## src/rtl/axi_sram_pkg.sv

```systemverilog
// axi_sram_pkg: types and constants shared by the AXI-to-SRAM read and write channels.
package axi_sram_pkg;

  // Width of the SRAM byte address.
  localparam int SRAM_AW = 16;

  // AXI response codes used by the bridge.
  localparam logic [1:0] RESP_OKAY   = 2'b00;
  localparam logic [1:0] RESP_SLVERR = 2'b10;

  // AXI burst types (2'b11 is reserved and never stored).
  typedef enum logic [1:0] {
    BURST_FIXED = 2'b00,
    BURST_INCR  = 2'b01,
    BURST_WRAP  = 2'b10
  } burst_e;

  // Read FSM: issue SRAM read, wait one cycle for data, present beat.
  typedef enum logic [1:0] {
    RD_IDLE = 2'b00,
    RD_RD   = 2'b01,
    RD_WAIT = 2'b10,
    RD_DATA = 2'b11
  } rd_state_e;

  // Byte step per beat; sizes wider than the 32-bit SRAM word step by 4.
  function automatic logic [SRAM_AW-1:0] addr_step(input logic [2:0] size);
    case (size)
      3'd0:    return 16'd1;
      3'd1:    return 16'd2;
      default: return 16'd4;
    endcase
  endfunction

  // WRAP bursts are only legal with 2, 4, 8 or 16 beats.
  function automatic logic wrap_len_ok(input logic [7:0] len);
    return (len == 8'd1) || (len == 8'd3) || (len == 8'd7) || (len == 8'd15);
  endfunction

endpackage

```

## src/rtl/axi_r_channel_if.sv

```systemverilog
// axi_r_channel_if: AXI read-address and read-data channel signals.
interface axi_r_channel_if #(
  parameter int DATA_WIDTH = 64,
  parameter int ADDR_WIDTH = 32
);
  logic [ADDR_WIDTH-1:0] ARADDR;
  logic [7:0]            ARLEN;
  logic [2:0]            ARSIZE;
  logic [1:0]            ARBURST;
  logic                  ARVALID;
  logic                  ARREADY;
  logic [DATA_WIDTH-1:0] RDATA;
  logic [1:0]            RRESP;
  logic                  RLAST;
  logic                  RVALID;
  logic                  RREADY;

  modport master (
    output ARADDR, ARLEN, ARSIZE, ARBURST, ARVALID, RREADY,
    input  ARREADY, RDATA, RRESP, RLAST, RVALID
  );

  modport slave (
    input  ARADDR, ARLEN, ARSIZE, ARBURST, ARVALID, RREADY,
    output ARREADY, RDATA, RRESP, RLAST, RVALID
  );
endinterface

```

## src/rtl/axi_addr_gen.sv

```systemverilog
// axi_addr_gen: next beat address for FIXED / INCR / WRAP bursts (16-bit, wraps mod 2^16).
module axi_addr_gen
  import axi_sram_pkg::*;
(
  input  logic [SRAM_AW-1:0] addr_i,
  input  logic [2:0]         size_i,
  input  burst_e             burst_i,
  input  logic [7:0]         len_i,
  output logic [SRAM_AW-1:0] next_addr_o
);
  logic [SRAM_AW-1:0] step;
  logic [SRAM_AW-1:0] incr_addr;
  logic [SRAM_AW-1:0] wrap_mask;

  // Compute step, incremented address and wrap boundary, then select by burst type.
  always_comb begin
    step        = addr_step(size_i);
    incr_addr   = addr_i + step;
    // Block size is (len+1)*step, a power of two for legal WRAP lengths.
    wrap_mask   = (({{(SRAM_AW-8){1'b0}}, len_i} + 16'd1) * step) - 16'd1;
    next_addr_o = incr_addr;
    case (burst_i)
      BURST_FIXED: next_addr_o = addr_i;
      BURST_WRAP:  next_addr_o = (addr_i & ~wrap_mask) | (incr_addr & wrap_mask);
      default:     next_addr_o = incr_addr;
    endcase
  end
endmodule

```

## src/rtl/axi_r_channel.sv

```systemverilog
// axi_r_channel: AXI read channel bridging to a 32-bit SRAM with one-cycle read latency.
// Optional feature: define AXI_R_CHANNEL_WRAP_EN to support WRAP bursts; otherwise WRAP acts as INCR.
module axi_r_channel
  import axi_sram_pkg::*;
#(
  parameter int DATA_WIDTH = 64,
  parameter int ADDR_WIDTH = 32
) (
  input  logic               ACLK,
  input  logic               ARESETn,
  axi_r_channel_if.slave     axi,
  output logic               ren,
  output logic [SRAM_AW-1:0] araddr,
  output logic [2:0]         arsize,
  input  logic [31:0]        rdata
);
  rd_state_e              state_q, state_d;
  logic                   arready_q, arready_d;
  logic [SRAM_AW-1:0]     addr_q, addr_d;
  logic [7:0]             len_q, len_d;
  logic [2:0]             size_q, size_d;
  burst_e                 burst_q, burst_d;
  logic                   err_q, err_d;
  logic [7:0]             beat_q, beat_d;
  logic [DATA_WIDTH-1:0]  rdata_q, rdata_d;
  logic                   rvalid_q, rvalid_d;
  logic                   rlast_q, rlast_d;
  logic [1:0]             rresp_q, rresp_d;

  logic                   ar_err;
  burst_e                 ar_burst;
  logic [SRAM_AW-1:0]     next_addr;
  logic                   unused_araddr_hi;

  // Only the low SRAM_AW address bits reach the SRAM.
  assign unused_araddr_hi = ^axi.ARADDR[ADDR_WIDTH-1:SRAM_AW];

  axi_addr_gen u_addr_gen (
    .addr_i      (addr_q),
    .size_i      (size_q),
    .burst_i     (burst_q),
    .len_i       (len_q),
    .next_addr_o (next_addr)
  );

  // Classify the incoming request: error bursts always run as INCR.
  always_comb begin
    ar_err   = (axi.ARSIZE > 3'd2) || (axi.ARBURST == 2'b11);
    ar_burst = BURST_INCR;
    case (axi.ARBURST)
      2'b00: ar_burst = BURST_FIXED;
      2'b10: begin
`ifdef AXI_R_CHANNEL_WRAP_EN
        if (!wrap_len_ok(axi.ARLEN)) ar_err = 1'b1;
        else                         ar_burst = BURST_WRAP;
`else
        ar_burst = BURST_INCR;
`endif
      end
      default: ar_burst = BURST_INCR;
    endcase
    if (ar_err) ar_burst = BURST_INCR;
  end

  // State and datapath registers; reset abandons any burst in flight.
  always_ff @(posedge ACLK or negedge ARESETn) begin
    if (!ARESETn) begin
      state_q   <= RD_IDLE;
      arready_q <= 1'b0;
      addr_q    <= '0;
      len_q     <= '0;
      size_q    <= '0;
      burst_q   <= BURST_FIXED;
      err_q     <= 1'b0;
      beat_q    <= '0;
      rdata_q   <= '0;
      rvalid_q  <= 1'b0;
      rlast_q   <= 1'b0;
      rresp_q   <= RESP_OKAY;
    end else begin
      state_q   <= state_d;
      arready_q <= arready_d;
      addr_q    <= addr_d;
      len_q     <= len_d;
      size_q    <= size_d;
      burst_q   <= burst_d;
      err_q     <= err_d;
      beat_q    <= beat_d;
      rdata_q   <= rdata_d;
      rvalid_q  <= rvalid_d;
      rlast_q   <= rlast_d;
      rresp_q   <= rresp_d;
    end
  end

  // Next-state and datapath updates for the IDLE -> RD -> WAIT -> DATA sequence.
  always_comb begin
    state_d  = state_q;
    addr_d   = addr_q;
    len_d    = len_q;
    size_d   = size_q;
    burst_d  = burst_q;
    err_d    = err_q;
    beat_d   = beat_q;
    rdata_d  = rdata_q;
    rvalid_d = rvalid_q;
    rlast_d  = rlast_q;
    rresp_d  = rresp_q;
    case (state_q)
      RD_IDLE: begin
        if (axi.ARVALID && arready_q) begin
          addr_d  = axi.ARADDR[SRAM_AW-1:0];
          len_d   = axi.ARLEN;
          size_d  = axi.ARSIZE;
          burst_d = ar_burst;
          err_d   = ar_err;
          beat_d  = '0;
          state_d = RD_RD;
        end
      end
      RD_RD: state_d = RD_WAIT;
      RD_WAIT: begin
        // SRAM data is valid now, one cycle after the read strobe.
        rdata_d = '0;
        case (size_q)
          3'd0:    rdata_d[7:0]  = rdata[7:0];
          3'd1:    rdata_d[15:0] = rdata[15:0];
          default: rdata_d[31:0] = rdata;
        endcase
        rvalid_d = 1'b1;
        rlast_d  = (beat_q == len_q);
        rresp_d  = err_q ? RESP_SLVERR : RESP_OKAY;
        state_d  = RD_DATA;
      end
      RD_DATA: begin
        if (axi.RREADY) begin
          rvalid_d = 1'b0;
          rlast_d  = 1'b0;
          if (rlast_q) begin
            state_d = RD_IDLE;
          end else begin
            beat_d  = beat_q + 8'd1;
            addr_d  = next_addr;
            state_d = RD_RD;
          end
        end
      end
      default: state_d = RD_IDLE;
    endcase
    // Registered so that ARREADY stays low until the first edge after reset.
    arready_d = (state_d == RD_IDLE);
  end

  assign ren         = (state_q == RD_RD);
  assign araddr      = addr_q;
  assign arsize      = size_q;
  assign axi.ARREADY = arready_q;
  assign axi.RDATA   = rdata_q;
  assign axi.RRESP   = rresp_q;
  assign axi.RLAST   = rlast_q;
  assign axi.RVALID  = rvalid_q;
endmodule

```

## src/flat_wrapper.sv

```systemverilog
// flat-port wrapper written by rule: the top's interface ports become plain ports
module axi_r_channel_flat import axi_sram_pkg::*;
#(
  parameter int DATA_WIDTH = 64,
  parameter int ADDR_WIDTH = 32
)
  (ACLK, ARESETn, ren, araddr, arsize, rdata, axi_ARADDR, axi_ARLEN, axi_ARSIZE, axi_ARBURST, axi_ARVALID, axi_RREADY, axi_ARREADY, axi_RDATA, axi_RRESP, axi_RLAST, axi_RVALID);
  axi_r_channel_if #(.DATA_WIDTH(DATA_WIDTH), .ADDR_WIDTH(ADDR_WIDTH)) axi_i ();
  input  logic ACLK;
  input  logic ARESETn;
  output logic ren;
  output logic [SRAM_AW-1:0] araddr;
  output logic [2:0] arsize;
  input  logic [31:0] rdata;
  input wire logic [$bits(axi_i.ARADDR)-1:0] axi_ARADDR;
  input wire logic [$bits(axi_i.ARLEN)-1:0] axi_ARLEN;
  input wire logic [$bits(axi_i.ARSIZE)-1:0] axi_ARSIZE;
  input wire logic [$bits(axi_i.ARBURST)-1:0] axi_ARBURST;
  input wire logic [$bits(axi_i.ARVALID)-1:0] axi_ARVALID;
  input wire logic [$bits(axi_i.RREADY)-1:0] axi_RREADY;
  output wire logic [$bits(axi_i.ARREADY)-1:0] axi_ARREADY;
  output wire logic [$bits(axi_i.RDATA)-1:0] axi_RDATA;
  output wire logic [$bits(axi_i.RRESP)-1:0] axi_RRESP;
  output wire logic [$bits(axi_i.RLAST)-1:0] axi_RLAST;
  output wire logic [$bits(axi_i.RVALID)-1:0] axi_RVALID;
  assign axi_i.ARADDR = axi_ARADDR;
  assign axi_i.ARLEN = axi_ARLEN;
  assign axi_i.ARSIZE = axi_ARSIZE;
  assign axi_i.ARBURST = axi_ARBURST;
  assign axi_i.ARVALID = axi_ARVALID;
  assign axi_i.RREADY = axi_RREADY;
  assign axi_ARREADY = axi_i.ARREADY;
  assign axi_RDATA = axi_i.RDATA;
  assign axi_RRESP = axi_i.RRESP;
  assign axi_RLAST = axi_i.RLAST;
  assign axi_RVALID = axi_i.RVALID;
  axi_r_channel #(.DATA_WIDTH(DATA_WIDTH), .ADDR_WIDTH(ADDR_WIDTH)) u_core (.ACLK(ACLK), .ARESETn(ARESETn), .axi(axi_i), .ren(ren), .araddr(araddr), .arsize(arsize), .rdata(rdata));
endmodule
```

## config.mk

```make
export PLATFORM = sky130hd
export DESIGN_NAME = axi_r_channel_flat
export DESIGN_NICKNAME = d
export VERILOG_FILES = /design/src/rtl/axi_sram_pkg.sv /design/src/rtl/axi_r_channel_if.sv /design/src/rtl/axi_addr_gen.sv /design/src/rtl/axi_r_channel.sv /design/src/flat_wrapper.sv
export SDC_FILE = /design/constraint.sdc
export NUM_CORES = 1
export LEC_CHECK = 0
export CORE_MARGIN = 2
export CORE_UTILIZATION = 45
export CTS_CLUSTER_DIAMETER = 50
export DETAILED_ROUTE_END_ITERATION = 10
export GPL_TIMING_DRIVEN = 1
export PLACE_DENSITY = 0.81
export SYNTH_ARGS = -nofsm -noshare
export SYNTH_HDL_FRONTEND = slang
export SYNTH_HIERARCHICAL = 1
export SYNTH_SLANG_ARGS = --single-unit
```

## constraint.sdc

```tcl
create_clock -name ACLK -period 5.9 [get_ports ACLK]
set_clock_uncertainty 0.1 [all_clocks]
set_input_delay 1.475 -clock ACLK [delete_from_list [all_inputs] [get_ports ACLK]]
set_output_delay 1.475 -clock ACLK [all_outputs]
set_load 0.01 [all_outputs]
```

==> Yosys cells after proc, flatten, opt, wreduce, memory -nomap -nowiden <==
Index checks and enable logic that the tools add are counted.
{ "op_classes": {"n_reduce_logical": 14, "n_mul": 1, "n_mux": 22, "n_bitwise": 4, "eq_ne": 11, "n_addsub": 4, "order_cmp": 1} }
{ "op_table": {"columns": ["cell", "n"], "rows": [
  ["two-way mux 16 bit", 4],
  ["case mux 16 bit (2 select lines)", 2],
  ["AND 16 bit", 2],
  ["two-way mux 8 bit", 4],
  ["adder 16 x 3 -> 16 bit", 1],
  ["multiplier 9 x 16 -> 16 bit", 1],
  ["inverter 16 bit", 1],
  ["bitwise OR 16 bit", 1],
  ["case mux 8 bit (2 select lines)", 1],
  ["subtractor 16 x 1 -> 16 bit (second input constant)", 1],
  ["adder 8 x 1 -> 9 bit (second input constant)", 1],
  ["adder 8 x 1 -> 8 bit (second input constant)", 1],
  ["equality test 2 bit (second input constant)", 4],
  ["equality test 8 bit", 1],
  ["zero test 2 bit", 4],
  ["two-way mux 2 bit", 4],
  ["case mux 2 bit (4 select lines)", 1],
  ["!= test 2 bit (second input constant)", 3],
  ["case mux 3 bit (2 select lines)", 1],
  ["AND reduction 5 bit", 1],
  ["case mux 1 bit (2 select lines)", 2],
  ["AND reduction 2 bit", 2],
  ["AND reduction 4 bit", 1],
  ["nonzero test 2 bit", 2],
  ["9 further kinds", 11]
]} }
{ "word_totals": {"reg_bits": 77, "wordCells": 69} }

==> Longest topological paths before layout <==
{ "depth": {"ltp_word": 11, "mapped_depth": 18} }

==> Hierarchy <==
The synthesis kept the hierarchy.
{ "by_module_without_submodules": {"columns": ["mod", "area_each_um2", "n_inst", "cells_each", "seq_area_each_um2"], "rows": [
  ["axi_r_channel", 3349.5, 1, 312, 1876.8],
  ["axi_addr_gen", 1766.7, 1, 247, 0.0]
]} }

==> Worst setup path before layout <==
OpenSTA, ideal clock, no wires.
{ "synth_path": {"path_kind": "register to register", "from": "register u_core.size_q[1] (netlist: u_core/arsize[1])", "to": "register u_core.addr_q[9] (netlist: u_core/araddr[9])", "path_stages_with_launch": 18, "arrival_ns": 4.132, "path_buffers": 2, "setup_time_ns": 0.124, "slack_ns": 1.545, "cell_sequence": "dfrtp_1 -> or2_1 -> clkbuf_1 -> clkbuf_1 -> nor2_1 -> nand2_1 -> ha_1 -> inv_1 -> fa_1 -> fa_1 -> a211oi_2 -> o21bai_2 -> a2111oi_2 -> or2_1 -> o2111a_1 -> nand2_1 -> o22ai_1 -> a21oi_1"} }
{ "synth_between": {"elab_chain_cells": 11} }
{ "synth_rtl": {"columns": ["element", "line", "text"], "rows": [
  ["start, declared", "axi_r_channel.sv:21", "logic [2:0] size_q, size_d;"],
  ["start signal, assigned", "axi_r_channel.sv:85", "size_q <= size_d;"],
  ["equality test 3 x 1 -> 1 bit or zero test 3 bit (tied branches)", "axi_sram_pkg.sv:28", "case (size)"],
  ["case mux 3 bit (2 select lines) *", "axi_sram_pkg.sv:28", null],
  ["multiplier 9 x 16 -> 16 bit", "axi_addr_gen.sv:20", "wrap_mask = (({{(SRAM_AW-8){1'b0}}, len_i} + 16'd1) * step) - 16'd1;"],
  ["subtractor 16 x 1 -> 16 bit", "axi_addr_gen.sv:20", null],
  ["inverter 16 bit", "axi_addr_gen.sv:24", "BURST_WRAP: next_addr_o = (addr_i & ~wrap_mask) | (incr_addr & wrap_mask);"],
  ["AND 16 bit", "axi_addr_gen.sv:24", null],
  ["bitwise OR 16 bit", "axi_addr_gen.sv:24", null],
  ["case mux 16 bit (2 select lines) *", "axi_addr_gen.sv:22", "case (burst_i)"],
  ["net u_core.next_addr[9]", "axi_r_channel.sv:32", "logic [SRAM_AW-1:0] next_addr;"],
  ["two-way mux 16 bit *", "axi_r_channel.sv:139", "if (rlast_q) begin"],
  ["two-way mux 16 bit *", "axi_r_channel.sv:136", "if (axi.RREADY) begin"],
  ["case mux 16 bit (2 select lines) *", "axi_r_channel.sv:109", "case (state_q)"],
  ["end signal, assigned", "axi_r_channel.sv:83", "addr_q <= addr_d;"],
  ["end, declared", "axi_r_channel.sv:19", "logic [SRAM_AW-1:0] addr_q, addr_d;"]
]} }
Mark *: on every way through the listed nets, which the timed path passes. The rest lies on a longest branch. The select of a mux whose other input is x is not followed.
A chain may end at the register's enable or synchronous reset.

==> Final worst setup path <==
Same ends and word-level chain as after synthesis.

==> Implementation_results.wiki <==
{| class="wikitable"
! Metric !! Value
|-
| Outcome || complete, no violations
|-
| Sum of negative setup slack || 0 ns
|-
| Pin count of the biggest net entering global routing || 50
|-
| Final hold vios || 0
|-
| Clk sink count || 75
|-
| Width of the die || 110.6 um
|-
| Worst hold-check path type || register to register
|-
| Post-Synthesis Cells || 559
|-
| Share of the clock period used by the worst path || 0.8020
|-
| Top library cells by usage in the layout, fill and taps aside || sky130_fd_sc_hd__clkdlybuf4s50_1 (119), sky130_fd_sc_hd__nand2_1 (85), sky130_fd_sc_hd__dfrtp_1 (75)
|-
| Via count of the first global-routing pass || 4544
|-
| Antenna violations before repair || 0
|-
| Slowest-stage cell, CP || sky130_fd_sc_hd__nor2_1
|-
| Most used flip-flop cell after synthesis || sky130_fd_sc_hd__dfrtp_1
|-
| Unrepaired setup endpoints after global routing || false
|-
| Number of warnings issued by yosys || 6
|-
| Fraction of final layout cells sized beyond drive strength 1 || 0.06667
|-
| Sort of element at the start of the critical path || register
|-
| Worst Max-Slew Pin Slew || 1.072 ns
|-
| Area of the core || 10980 um^2
|-
| Growth of design area from synthesis to finish || 28.78%
|-
| Most common cell after layout, fill and taps aside || sky130_fd_sc_hd__clkdlybuf4s50_1
|-
| Average size of a mapped cell || 9.152 um^2
|-
| Hold-fix buffer count after cts || 0
|-
| Max-slew violation count || 0
|-
| Number of nets in the finished design || 787
|-
| Cell area after layout || 6589 um^2
|-
| Number of diodes || 0
|-
| Setup slack after layout || 1.168 ns
|-
| Overall overflow remaining after global route || 0
|-
| Critical path capture point type || register
|-
| Met3 Use GR || 0.06586
|-
| Power Dens Cells || 556.9 nW/um^2
|-
| Std cell rows || 38
|-
| Sequential area share after synthesis || 0.3668
|-
| Footprint of the flip-flops and latches || 1877 um^2
|-
| Worst-case vdd ir drop || 0.3076 mV
|-
| Standard cell area after detailed placement || 6270 um^2
|-
| Wire length of the first global-routing pass || 21.90 mm
|-
| Via Count || 4472
|-
| Total buffers and inverters traversed by the critical path || 1
|-
| Global-route usage over all layers || 0.2160
|-
| # resized after CTS || 0
|-
| Setup-failing EPs final || 0
|-
| Finished Core Util || 0.5999
|-
| Number of flops mapped to enable cells by yosys || 0
|-
| Floorplan die height || 110.6 um
|-
| Register bit total from synthesis || 75
|-
| CTS buffer count || 9
|-
| Clock Latency Late Sink || 0.34 ns
|-
| Multi-input gate area || 2856 um^2
|-
| Largest fanout on the critical path || 15
|-
| Pre-CTS WS || 1.253 ns
|-
| Buffer depth of the longest clock path || 2
|-
| Required arrival time at the worst endpoint || 6.01 ns
|-
| Remaining max-slew budget at the tightest pin || 0.2855
|-
| Time the worst path needs with I/O delays and setup || 4.732 ns
|-
| Number of levels in the clock H-tree || 3
|-
| Total standard cell area after synthesis || 5116 um^2
|-
| Max Fclk || 211.3 MHz
|-
| Adder and majority gate portion of the synthesized area || 0.1012
|-
| Xor/xnor cell area share of the yosys netlist || 0.04965
|-
| Main combinational cell family by area after synthesis || simple AND/OR/NAND/NOR gates
|-
| Met1 layer usage reported by global route || 0.2621
|-
| Number of max-capacitance violations reported || 0
|-
| Worst setup path category || register to register
|-
| Clock-pin slew reported for the worst setup and hold paths after clock tree synthesis || 0.06 ns
|-
| Share of the synthesized area in compound gates (AO/OA/AOI/OAI) || 0.1643
|-
| Data arrival time of the critical path || 4.84 ns
|-
| Cell at the root of the clock tree || sky130_fd_sc_hd__clkbuf_16
|-
| Netlist cell types || 65
|-
| Peak per-stage delay on the critical path || 0.63 ns
|-
| Share of async-settable or async-resettable flops after synthesis || 1.000
|-
| Post-detailed-route count of antenna-violating nets || 0
|-
| Final weighted congestion in routability-driven placement || 0.9005
|-
| DIE AREA || 12240 um^2
|-
| Clock tree from TritonCTS || yes
|-
| Chain of cells forming the critical path || or2_1 > nor2_1 > nand2_1 > ha_1 > inv_1 > fa_1 > fa_1 > a211oi_2 > o21bai_2 > a2111oi_2 > or2_1 > o2111a_1 > nand2_1 > o22ai_1 > a21oi_1
|-
| Total I/O pin count || 170
|-
| # DRC || 0
|-
| Fillers || 877
|-
| GR Util met2 || 0.3628
|-
| Initial cell density of the core || 0.4658
|-
| Average wire per cell in the routed design || 15.83 um
|-
| Detailed-route vias per instance || 5.487
|-
| Post-synthesis mux area share || 0.03424
|-
| Simple logic cell fraction of the synthesized area || 0.1839
|-
| Static leakage || 3.018 nW
|-
| Buffers on Ports || 120
|-
| Kind of cell adding the most delay to the critical path || simple AND/OR/NAND/NOR gates
|-
| DPL Wire Length || 9.484 mm
|-
| Detailed Route Iter0 Violations || 382
|-
| Total design power || 3.669 mW
|-
| Post-CTS Setup Repair Bufs || 0
|-
| Number of iterations in the first detailed-routing pass || 5
|-
| Final wirelength || 12.90 mm
|-
| GRT Max-Usage Layer || met2
|}
-- where the power goes --
part | leakage (nW) | internal, mW | switching, mW
clock | 0.153 | 0.371 | 0.218
sequential | 0.927 | 0.708 | 0.219
combinational | 1.94 | 1.04 | 1.11
-- registers in the layout (all words and copies together) (netlist names) --
| signal | cells |
|---|---|
| u_core/state_q | 2 |
| u_core/axi.RLAST | 1 |
| u_core/araddr | 16 |
| u_core/axi.RVALID | 1 |
| u_core/axi.ARREADY | 1 |
| u_core/err_q | 1 |
| u_core/arsize | 3 |
| u_core/beat_q | 8 |
| u_core/axi.RDATA | 32 |
| u_core/burst_q | 1 |
| u_core/axi.RRESP | 1 |
| u_core/len_q | 8 |
-- cell families (layout without fill, tap and decap cells) --
logic type | after synthesis | after routing
and+or+nand+nor | 182 | 182
AOI/OAI and AO/OA | 126 | 126
buffers and inverters | 94 | 177
DFF | 75 | 75
adders and majority gates | 36 | 36
xor gates and xnor gates | 29 | 29
muxes | 16 | 16
other | 1 | 34
-- metrics by stage --
| step | std cells | hold WS, ns |
|---|---|---|
| 6_report | 815 | 0.4004 |
| 5_1_grt | 815 | 0.4252 |
| 4_1_cts | 815 | 0.4076 |
| 3_5_place_dp | 799 | 0.3913 |
| 3_3_place_gp | 799 | 0.3668 |
| 2_1_floorplan | 592 | 0.3517 |
-- final cells by class --
cell class / count / area share
multi-input cells: 423 / 0.4335
inverters: 38 / 0.02165
flip-flops and latches: 75 / 0.2848
repair buffers: 123 / 0.1850
clock inverters: 6 / 0.01367
clock buffers: 10 / 0.03475
well taps: 140 / 0.02659
-- path summary, 6_finish.rpt --
kind,end,slack [ns],from,cells past startpoint
worst max-delay path,u_core/araddr[9]$_DFFE_PN0P_,1.17,u_core/arsize[1]$_DFFE_PN0P_,15
worst min-delay path,u_core/axi.RDATA[17]$_DFFE_PN0P_,0.40,u_core/axi.RDATA[17]$_DFFE_PN0P_,1
worst max register to register,u_core/araddr[9]$_DFFE_PN0P_,1.17,u_core/arsize[1]$_DFFE_PN0P_,15
worst min register to register,u_core/axi.RDATA[17]$_DFFE_PN0P_,0.40,u_core/axi.RDATA[17]$_DFFE_PN0P_,1
max in group asynchronous,u_core/araddr[0]$_DFFE_PN0P_,3.51,ARESETn,2
min in group asynchronous,u_core/axi.RDATA[6]$_DFFE_PN0P_,1.23,ARESETn,1
-- synth_stat cells (9+ instances only) --
cell                      count  share of area
sky130_fd_sc_hd__dfrtp_1     75           0.37
sky130_fd_sc_hd__fa_1         9          0.035
sky130_fd_sc_hd__xor2_1      20          0.034
sky130_fd_sc_hd__ha_1        27          0.066
sky130_fd_sc_hd__inv_1       38          0.028
sky130_fd_sc_hd__o22ai_1     16          0.020
sky130_fd_sc_hd__a21oi_1     42          0.041
sky130_fd_sc_hd__mux2_2      12          0.026
sky130_fd_sc_hd__buf_4       37          0.054
sky130_fd_sc_hd__a22o_1      24          0.041
sky130_fd_sc_hd__nand3_1     18          0.018
sky130_fd_sc_hd__xnor2_1      9          0.015
sky130_fd_sc_hd__o21ai_0     14          0.014
sky130_fd_sc_hd__buf_2       12          0.012
sky130_fd_sc_hd__nand2_1     85          0.062
sky130_fd_sc_hd__nor2_1      16          0.012
-- routing by layer --
| layer | routed length (um) | vias up |
|---|---|---|
| li1 | - | 2118 |
| met1 | 5278 | 2150 |
| met2 | 6262 | 177 |
| met3 | 1088 | 27 |
| met4 | 274 | 0 |
| met5 | 0 | - |
Power figures use the tool's default switching activity.
